==> config.mk <==
export PLATFORM = sky130hd
export DESIGN_NAME = multicycle_controller_flat
export DESIGN_NICKNAME = d
export VERILOG_FILES = /design/src/rtl/multicycle_controller_if.sv /design/src/rtl/multicycle_controller.sv /design/src/flat_wrapper.sv
export SDC_FILE = /design/constraint.sdc
export NUM_CORES = 1
export LEC_CHECK = 0
export ABC_CLOCK_PERIOD_IN_PS = 1700
export CORE_MARGIN = 10
export CORE_UTILIZATION = 33
export CTS_BUF_LIST = sky130_fd_sc_hd__clkbuf_16
export CTS_CLUSTER_DIAMETER = 150
export DETAILED_ROUTE_END_ITERATION = 8
export PLACE_DENSITY_LB_ADDON = 0.05
export SLEW_MARGIN = 20
export SYNTH_ARGS = -nofsm -noshare
export SYNTH_HDL_FRONTEND = slang
export SYNTH_SLANG_ARGS = --single-unit
==> constraint.sdc <==
create_clock -name clk -period 1.7 [get_ports clk]
set_input_delay 0.17 -clock clk [delete_from_list [all_inputs] [get_ports clk]]
set_output_delay 0.17 -clock clk [all_outputs]
set_load 0.05 [all_outputs]
==> src/rtl/multicycle_controller_if.sv <==
// Control interface between the multicycle RV32I controller and its datapath.
// master: controller side (consumes instruction fields / ALU flags / MemReady,
//         drives the datapath control strobes and selects).
// slave : datapath side (the mirror image).
// Signals:
//   op, funct3, funct7b5        instruction fields from the instruction register
//   Zero, Neg, Carry, Overflow  ALU flags (Carry = 1 means no borrow on subtract)
//   MemReady                    memory access completes this cycle
//   PCWrite, AdrSrc, MemWrite, IRWrite, ResultSrc, ALUSrcA, ALUSrcB,
//   RegWrite, ImmSrc, ALUControl  datapath controls
//   IllegalOp                   one-cycle pulse on an unsupported opcode
//   StateDbg                    current FSM state encoding
interface multicycle_controller_if #(
    parameter int ALUCTRL_W = 3
);
    logic [6:0]           op;
    logic [2:0]           funct3;
    logic                 funct7b5;
    logic                 Zero;
    logic                 Neg;
    logic                 Carry;
    logic                 Overflow;
    logic                 MemReady;
    logic                 PCWrite;
    logic                 AdrSrc;
    logic                 MemWrite;
    logic                 IRWrite;
    logic [1:0]           ResultSrc;
    logic [1:0]           ALUSrcA;
    logic [1:0]           ALUSrcB;
    logic                 RegWrite;
    logic [2:0]           ImmSrc;
    logic [ALUCTRL_W-1:0] ALUControl;
    logic                 IllegalOp;
    logic [3:0]           StateDbg;

    modport master (
        input  op, funct3, funct7b5, Zero, Neg, Carry, Overflow, MemReady,
        output PCWrite, AdrSrc, MemWrite, IRWrite, ResultSrc, ALUSrcA, ALUSrcB,
               RegWrite, ImmSrc, ALUControl, IllegalOp, StateDbg
    );

    modport slave (
        output op, funct3, funct7b5, Zero, Neg, Carry, Overflow, MemReady,
        input  PCWrite, AdrSrc, MemWrite, IRWrite, ResultSrc, ALUSrcA, ALUSrcB,
               RegWrite, ImmSrc, ALUControl, IllegalOp, StateDbg
    );
endinterface

==> src/rtl/multicycle_controller.sv <==
// Multicycle RV32I control unit. A single FSM walks each instruction through
// fetch / decode / execute / memory / writeback and drives the shared-memory
// datapath. Outputs are Moore per state, except IRWrite/PCWrite in FETCH
// (gated by memory readiness), PCWrite in BRANCH (branch taken), and
// ImmSrc/ALUControl, which are decoded from the instruction every cycle.
// Ports:
//   clk    rising-edge clock
//   reset  synchronous, active-high; forces FETCH
//   bus    multicycle_controller_if.master (instruction fields, ALU flags,
//          MemReady in; datapath controls, IllegalOp, StateDbg out)
// Parameters:
//   ALUCTRL_W      3 = base ALU op set, 4 = adds shifts and sltu
//   USE_MEM_READY  1 = memory states wait for MemReady, 0 = MemReady ignored
module multicycle_controller #(
    parameter int ALUCTRL_W     = 3,
    parameter bit USE_MEM_READY = 1'b0
) (
    input  logic                    clk,
    input  logic                    reset,
    multicycle_controller_if.master bus
);

    typedef enum logic [3:0] {
        FETCH    = 4'd0,
        DECODE   = 4'd1,
        MEMADR   = 4'd2,
        MEMREAD  = 4'd3,
        MEMWB    = 4'd4,
        MEMWRITE = 4'd5,
        EXECR    = 4'd6,
        ALUWB    = 4'd7,
        EXECI    = 4'd8,
        JAL      = 4'd9,
        BRANCH   = 4'd10,
        ILLEGAL  = 4'd11
    } state_t;

    typedef enum logic [1:0] {
        ALU_ADD   = 2'd0,
        ALU_SUB   = 2'd1,
        ALU_FUNCT = 2'd2
    } aluop_t;

    localparam logic [6:0] OP_LOAD   = 7'b0000011;
    localparam logic [6:0] OP_STORE  = 7'b0100011;
    localparam logic [6:0] OP_RTYPE  = 7'b0110011;
    localparam logic [6:0] OP_ITYPE  = 7'b0010011;
    localparam logic [6:0] OP_JAL    = 7'b1101111;
    localparam logic [6:0] OP_BRANCH = 7'b1100011;
    localparam logic [6:0] OP_LUI    = 7'b0110111;
    localparam logic [6:0] OP_AUIPC  = 7'b0010111;

    state_t               state, next;
    aluop_t               aluop;
    logic                 rdy;
    logic                 taken;
    logic [ALUCTRL_W-1:0] ctrl;

    // Without the ready handshake every memory access is assumed to be single-cycle.
    assign rdy = USE_MEM_READY ? bus.MemReady : 1'b1;

    // Branch condition from the flags of rs1 - rs2.
    always_comb begin
        taken = 1'b0;
        case (bus.funct3)
            3'b000:  taken = bus.Zero;
            3'b001:  taken = ~bus.Zero;
            3'b100:  taken = bus.Neg ^ bus.Overflow;
            3'b101:  taken = ~(bus.Neg ^ bus.Overflow);
            3'b110:  taken = ~bus.Carry;
            3'b111:  taken = bus.Carry;
            default: taken = 1'b0;
        endcase
    end

    always_ff @(posedge clk) begin
        if (reset) state <= FETCH;
        else       state <= next;
    end

    always_comb begin
        next          = state;
        aluop         = ALU_ADD;
        bus.PCWrite   = 1'b0;
        bus.AdrSrc    = 1'b0;
        bus.MemWrite  = 1'b0;
        bus.IRWrite   = 1'b0;
        bus.ResultSrc = 2'b00;
        bus.ALUSrcA   = 2'b00;
        bus.ALUSrcB   = 2'b00;
        bus.RegWrite  = 1'b0;
        bus.IllegalOp = 1'b0;
        case (state)
            FETCH: begin
                // PC <= PC + 4 while the instruction word is captured.
                bus.ALUSrcB   = 2'b10;
                bus.ResultSrc = 2'b10;
                bus.IRWrite   = rdy;
                bus.PCWrite   = rdy;
                if (rdy) next = DECODE;
            end
            DECODE: begin
                // OldPC + imm: branch/jal target lands in ALUOut.
                bus.ALUSrcA = 2'b01;
                bus.ALUSrcB = 2'b01;
                case (bus.op)
                    OP_LOAD, OP_STORE: next = MEMADR;
                    OP_RTYPE:          next = EXECR;
                    OP_ITYPE:          next = EXECI;
                    OP_JAL:            next = JAL;
                    OP_BRANCH:         next = BRANCH;
                    default:           next = ILLEGAL;
                endcase
            end
            MEMADR: begin
                bus.ALUSrcA = 2'b10;
                bus.ALUSrcB = 2'b01;
                next        = bus.op[5] ? MEMWRITE : MEMREAD;
            end
            MEMREAD: begin
                bus.AdrSrc = 1'b1;
                if (rdy) next = MEMWB;
            end
            MEMWB: begin
                bus.ResultSrc = 2'b01;
                bus.RegWrite  = 1'b1;
                next          = FETCH;
            end
            MEMWRITE: begin
                bus.AdrSrc   = 1'b1;
                bus.MemWrite = 1'b1;
                if (rdy) next = FETCH;
            end
            EXECR: begin
                bus.ALUSrcA = 2'b10;
                aluop       = ALU_FUNCT;
                next        = ALUWB;
            end
            EXECI: begin
                bus.ALUSrcA = 2'b10;
                bus.ALUSrcB = 2'b01;
                aluop       = ALU_FUNCT;
                next        = ALUWB;
            end
            ALUWB: begin
                bus.RegWrite = 1'b1;
                next         = FETCH;
            end
            JAL: begin
                // Jump to the target computed in DECODE; ALU forms OldPC + 4 for rd.
                bus.ALUSrcA = 2'b01;
                bus.ALUSrcB = 2'b10;
                bus.PCWrite = 1'b1;
                next        = ALUWB;
            end
            BRANCH: begin
                bus.ALUSrcA = 2'b10;
                aluop       = ALU_SUB;
                bus.PCWrite = taken;
                next        = FETCH;
            end
            ILLEGAL: begin
                bus.IllegalOp = 1'b1;
                next          = FETCH;
            end
            default: next = FETCH;
        endcase
    end

    always_comb begin
        case (bus.op)
            OP_STORE:         bus.ImmSrc = 3'b001;
            OP_BRANCH:        bus.ImmSrc = 3'b010;
            OP_JAL:           bus.ImmSrc = 3'b011;
            OP_LUI, OP_AUIPC: bus.ImmSrc = 3'b100;
            default:          bus.ImmSrc = 3'b000;
        endcase
    end

    always_comb begin
        ctrl = '0;
        case (aluop)
            ALU_ADD: ctrl = ALUCTRL_W'(0);
            ALU_SUB: ctrl = ALUCTRL_W'(1);
            default: begin
                case (bus.funct3)
                    // Only R-type (op[5]=1) uses funct7b5 to pick sub; addi never subtracts.
                    3'b000: ctrl = (bus.op[5] & bus.funct7b5) ? ALUCTRL_W'(1) : ALUCTRL_W'(0);
                    3'b111: ctrl = ALUCTRL_W'(2);
                    3'b110: ctrl = ALUCTRL_W'(3);
                    3'b100: ctrl = ALUCTRL_W'(4);
                    3'b010: ctrl = ALUCTRL_W'(5);
                    3'b001: ctrl = (ALUCTRL_W >= 4) ? ALUCTRL_W'(6) : ALUCTRL_W'(0);
                    3'b101: ctrl = (ALUCTRL_W >= 4) ? (bus.funct7b5 ? ALUCTRL_W'(8) : ALUCTRL_W'(7))
                                                    : ALUCTRL_W'(0);
                    3'b011: ctrl = (ALUCTRL_W >= 4) ? ALUCTRL_W'(9) : ALUCTRL_W'(0);
                    default: ctrl = ALUCTRL_W'(0);
                endcase
            end
        endcase
    end

    assign bus.ALUControl = ctrl;
    assign bus.StateDbg   = state;

endmodule

==> src/flat_wrapper.sv <==
// flat-port wrapper written by rule: the top's interface ports become plain ports
module multicycle_controller_flat 
#(
    parameter int ALUCTRL_W     = 3,
    parameter bit USE_MEM_READY = 1'b0
)
  (clk, reset, bus_op, bus_funct3, bus_funct7b5, bus_Zero, bus_Neg, bus_Carry, bus_Overflow, bus_MemReady, bus_PCWrite, bus_AdrSrc, bus_MemWrite, bus_IRWrite, bus_ResultSrc, bus_ALUSrcA, bus_ALUSrcB, bus_RegWrite, bus_ImmSrc, bus_ALUControl, bus_IllegalOp, bus_StateDbg);
  multicycle_controller_if #(.ALUCTRL_W(ALUCTRL_W)) bus_i ();
  input  logic clk;
  input  logic reset;
  input wire logic [$bits(bus_i.op)-1:0] bus_op;
  input wire logic [$bits(bus_i.funct3)-1:0] bus_funct3;
  input wire logic [$bits(bus_i.funct7b5)-1:0] bus_funct7b5;
  input wire logic [$bits(bus_i.Zero)-1:0] bus_Zero;
  input wire logic [$bits(bus_i.Neg)-1:0] bus_Neg;
  input wire logic [$bits(bus_i.Carry)-1:0] bus_Carry;
  input wire logic [$bits(bus_i.Overflow)-1:0] bus_Overflow;
  input wire logic [$bits(bus_i.MemReady)-1:0] bus_MemReady;
  output wire logic [$bits(bus_i.PCWrite)-1:0] bus_PCWrite;
  output wire logic [$bits(bus_i.AdrSrc)-1:0] bus_AdrSrc;
  output wire logic [$bits(bus_i.MemWrite)-1:0] bus_MemWrite;
  output wire logic [$bits(bus_i.IRWrite)-1:0] bus_IRWrite;
  output wire logic [$bits(bus_i.ResultSrc)-1:0] bus_ResultSrc;
  output wire logic [$bits(bus_i.ALUSrcA)-1:0] bus_ALUSrcA;
  output wire logic [$bits(bus_i.ALUSrcB)-1:0] bus_ALUSrcB;
  output wire logic [$bits(bus_i.RegWrite)-1:0] bus_RegWrite;
  output wire logic [$bits(bus_i.ImmSrc)-1:0] bus_ImmSrc;
  output wire logic [$bits(bus_i.ALUControl)-1:0] bus_ALUControl;
  output wire logic [$bits(bus_i.IllegalOp)-1:0] bus_IllegalOp;
  output wire logic [$bits(bus_i.StateDbg)-1:0] bus_StateDbg;
  assign bus_i.op = bus_op;
  assign bus_i.funct3 = bus_funct3;
  assign bus_i.funct7b5 = bus_funct7b5;
  assign bus_i.Zero = bus_Zero;
  assign bus_i.Neg = bus_Neg;
  assign bus_i.Carry = bus_Carry;
  assign bus_i.Overflow = bus_Overflow;
  assign bus_i.MemReady = bus_MemReady;
  assign bus_PCWrite = bus_i.PCWrite;
  assign bus_AdrSrc = bus_i.AdrSrc;
  assign bus_MemWrite = bus_i.MemWrite;
  assign bus_IRWrite = bus_i.IRWrite;
  assign bus_ResultSrc = bus_i.ResultSrc;
  assign bus_ALUSrcA = bus_i.ALUSrcA;
  assign bus_ALUSrcB = bus_i.ALUSrcB;
  assign bus_RegWrite = bus_i.RegWrite;
  assign bus_ImmSrc = bus_i.ImmSrc;
  assign bus_ALUControl = bus_i.ALUControl;
  assign bus_IllegalOp = bus_i.IllegalOp;
  assign bus_StateDbg = bus_i.StateDbg;
  multicycle_controller #(.ALUCTRL_W(ALUCTRL_W), .USE_MEM_READY(USE_MEM_READY)) u_core (.clk(clk), .reset(reset), .bus(bus_i));
endmodule
==> reports/metrics.yaml, run 1 <==
dp_hpwl_um: 1810
yosysSeqAreaShare: 0.145
yosysTopAreaCellShare: 0.145
syn-cell-area_sq_um: 552
synth.net_count: 103
root_buffer: "clkbuf_16"
place_area_sq_mm: 0.00127
error_line: "[ERROR DPL-0038] Utilization greater than 100%, impossible to legalize"
outcome: "did not finish"
cts_buffers: 3
worstEpCategory: "primary output"
synthArstFlopShare: 0
yosysTopAreaCell: "dfxtp_1"
gp_congestion: 0.790
synthTopCellsByCount: "17 x nor2_1, 10 x a21oi_1, 9 x nand2b_1, 5 x xnor2_1"
clock_path_buffers: 2
h-tree-depth: 1
syn_avg_cell_area_sq_um: 6.49
die_x_um: 60.9
fp.dieH_um: 60.9
start_util: 0.358
worstEndpointGrtRepair: "bus_ALUControl[0]"
fp-row-count: 14
yosys_warnings: 0
port_buffers: 38
ys_ff_latch: 4
netlist_instances: 85
cts_sinks: 4
synth-edff-count: 0
synth.most_common_cell: "nor2_1"
synth_cell_types: 32
grt_max_degree: 12
synth_area_leaders: "dfxtp_1 15%, nor2_1 12%, nand2b_1 10%"
stop_stage: "global routing (5_1_grt)"
synth_ff_type: "dfxtp_1"
ios: 40
-- logic make-up after synthesis --
group                     count (synthesis)  share of synthesized area
buffers and inverters                     7                     0.0567
xor gates and xnor gates                  6                     0.0952
DFF                                       4                      0.145
and+or+nand+nor                          47                      0.465
AOI/OAI and AO/OA                        21                      0.238
-- per-stage QoR --
step	hold slack (ps)	setup TNS (ps)	util	cells	setup WS, ps
global placement	598	0	0.822	144	54.1
floorplan	233	-783	-	85	-216
CTS	530	-64.9	0.942	155	-64.9
detailed placement	596	0	0.822	144	28.8
-- timing repair --
action	4_1_cts
setup endpoints to repair	4
gates resized for setup	12
pin swaps	2
buffers inserted	8
hold buffers	0
==> run 2, diff against run 1 <==
--- a/config.mk
+++ b/config.mk
@@ -6,12 +6,10 @@
 export NUM_CORES = 1
 export LEC_CHECK = 0
 export ABC_CLOCK_PERIOD_IN_PS = 1700
-export CORE_MARGIN = 10
-export CORE_UTILIZATION = 33
-export CTS_BUF_LIST = sky130_fd_sc_hd__clkbuf_16
-export CTS_CLUSTER_DIAMETER = 150
+export CORE_AREA = 10 10 71 73
 export DETAILED_ROUTE_END_ITERATION = 8
-export PLACE_DENSITY_LB_ADDON = 0.05
+export DIE_AREA = 0 0 81 83
+export PLACE_DENSITY_LB_ADDON = 0.15
 export SLEW_MARGIN = 20
 export SYNTH_ARGS = -nofsm -noshare
 export SYNTH_HDL_FRONTEND = slang
==> reports/metrics.yaml, run 2 <==
grt_pass1_vias: 826
cts_buffers: 3
synth-edff-count: 0
setup_slack_ps: -69.3
synth.net_count: 103
power_mw: 3.06
syn_avg_cell_area_sq_um: 6.49
routed-wl-met3_um: 207
ios: 40
cts.clk_slew.worst_paths_ps: 30
hold_class: "in2reg"
grt_max_degree: 11
m1WireLength_um: 939
synth_ff_type: "dfxtp_1"
cp_max_fo: 8
drt-initial-drc-count: 9
fp.coreArea_sq_mm: 0.00363
synthArstFlopShare: 0
cp-end-kind: "primary output"
largest_reg_flops: 4
synthToLayoutAreaGrowth_pct: 156
maxCapViolations: 0
final_area_sq_mm: 0.00142
ys_ff_latch: 4
post_drt_wl_per_cell_um: 12.5
syn-cell-area_sq_um: 552
drc: 0
die_x_um: 81
final.min_clock_period_ps: 1770
slew_headroom: 0.757
crit_path_start_kind: "flop"
fp.dieH_um: 83
synth.most_common_cell: "nor2_1"
cts_tree: "built"
hold_viol: 0
yosysSeqAreaShare: 0.145
critPathRequiredTime_ps: 1530
final_common_cell: "buf_12"
vdd.ir_drop.worst_mv: 0.549
hold_ws_ps: 544
place_area_sq_mm: 0.00132
leakagePower_nw: 0.543
antenna_found_initial: 0
max_freq_mhz: 565
grt_pass1_wl_um: 3700
n_antenna_cell: 0
num-nets-final: 154
root_buffer: "clkbuf_8"
grt_use_total: 0.0648
dr.pass1.iters: 4
wl_met2_um: 1110
skew_ps: 3.01
h-tree-depth: 1
finalCritPeriodShare: 1.04
totalWireLength_um: 2280
yosys_warnings: 0
fp-row-count: 22
drive_gt1_frac: 0.452
top_layer: "met4"
yosysTopAreaCellShare: 0.145
worstSetupPathType: "reg2out"
cts_sinks: 4
setup_violations: 2
synthTopCellsByCount: "17 x nor2_1, 10 x a21oi_1, 9 x nand2b_1, 5 x xnor2_1"
clock_path_buffers: 2
final_cell_mix: "18 x buf_12, 16 x clkdlybuf4s50_1, 16 x buf_4"
drv_slew: 0
fin_util: 0.389
yosysTopAreaCell: "dfxtp_1"
worst_pin_slew_ps: 363
gp_congestion: 0.789
fillers: 383
insertion_delay_ps: 220
synth_cell_types: 32
slowest_stage: "dfxtp_4"
vias: 797
cp.arrival_ps: 1600
outcome: "finished, violations left"
viasPerCell: 4.36
detail-route-antenna-nets: 0
dp_hpwl_um: 1980
powerDensity_mw_per_mm2: 2160
fin_setup_tns_ps: -110
netlist_instances: 85
violations: "negative setup slack"
start_util: 0.152
synth_area_leaders: "dfxtp_1 15%, nor2_1 12%, nand2b_1 10%"
rsz0062_at_grt: "yes"
dieArea_sq_mm: 0.00672
grt_overflow_total: 0
max_stage_delay_ps: 380
port_buffers: 38
path_cells: "nor3b_4 > a21oi_2 > or2_4 > o32ai_4 > buf_12"
## run 2: cell counts after synthesis
No cell type changed its count.
## run 2: cell families (layout without fill, tap and decap cells)
logic type / Yosys count / count (layout) / share of synthesized area
compound gates: 21 / 21 / 0.238
xor+xnor: 6 / 6 / 0.0952
buf+inv: 7 / 57 / 0.0567
flops: 4 / 4 / 0.145
simple gates: 47 / 47 / 0.465
## run 2: per-stage QoR
step	instances	setup slack (ps)
2_1_floorplan	85	-216
4_1_cts	183	-85.7
5_1_grt	183	-129
3_5_place_dp	177	14.4
6_report	183	-69.3
3_3_place_gp	177	37.3
## run 2: final timing paths
| path | slack [ps] | cells after the start | end | from |
|---|---|---|---|---|
| worst max register to register | 140 | 3 | u_core.bus.StateDbg[2] | u_core.bus.StateDbg[1] |
| worst max-delay path | -70 | 5 | bus_ALUControl[0] | u_core.bus.StateDbg[3] |
| worst min-delay path | 540 | 2 | u_core.bus.StateDbg[3] | reset |
| worst min register to register | 610 | 2 | u_core.bus.StateDbg[3] | u_core.bus.StateDbg[1] |
## run 2: where the power goes
group / switching [mW] / internal (mW) / total (mW)
Combinational: 1.41 / 1.19 / 2.60
Sequential: 0.0890 / 0.153 / 0.242
Clock: 0.0514 / 0.160 / 0.212
Total: 1.55 / 1.50 / 3.06
## run 2: worst max-delay path, delay by kind of cell, from the launching register on
kind | cells | cell delay (ps)
AO/OA/AOI/OAI | 2 | 340
buffers and inverters | 1 | 170
flip-flops | 1 | 380
AND/OR/NAND/NOR | 2 | 490
## run 2: per-layer routing
layer,vias up,global-route usage
met2,24,0.112
li1,405,-
met3,2,0.0226
met1,366,0.0679
met4,0,0.0282
met5,-,0
## run 2: repair_timing
| item | 4_1_cts | 5_1_grt |
|---|---|---|
| setup buffers | 2 | 0 |
| resized for setup | 3 | 6 |
| hold buffers | 0 | 0 |
| setup endpoints to repair | 3 | 5 |
| pin swaps | 1 | 1 |
## run 2: layout make-up
cell class	count	area, sq um	area share
multi-input cells	74	561	0.396
flip-flops and latches	4	90.1	0.0637
repair buffers	51	652	0.461
inverters	2	7.51	0.00531
well taps	48	60.1	0.0424
clock buffers	4	45.0	0.0318
No activity file was read; power rests on OpenSTA's default activity.
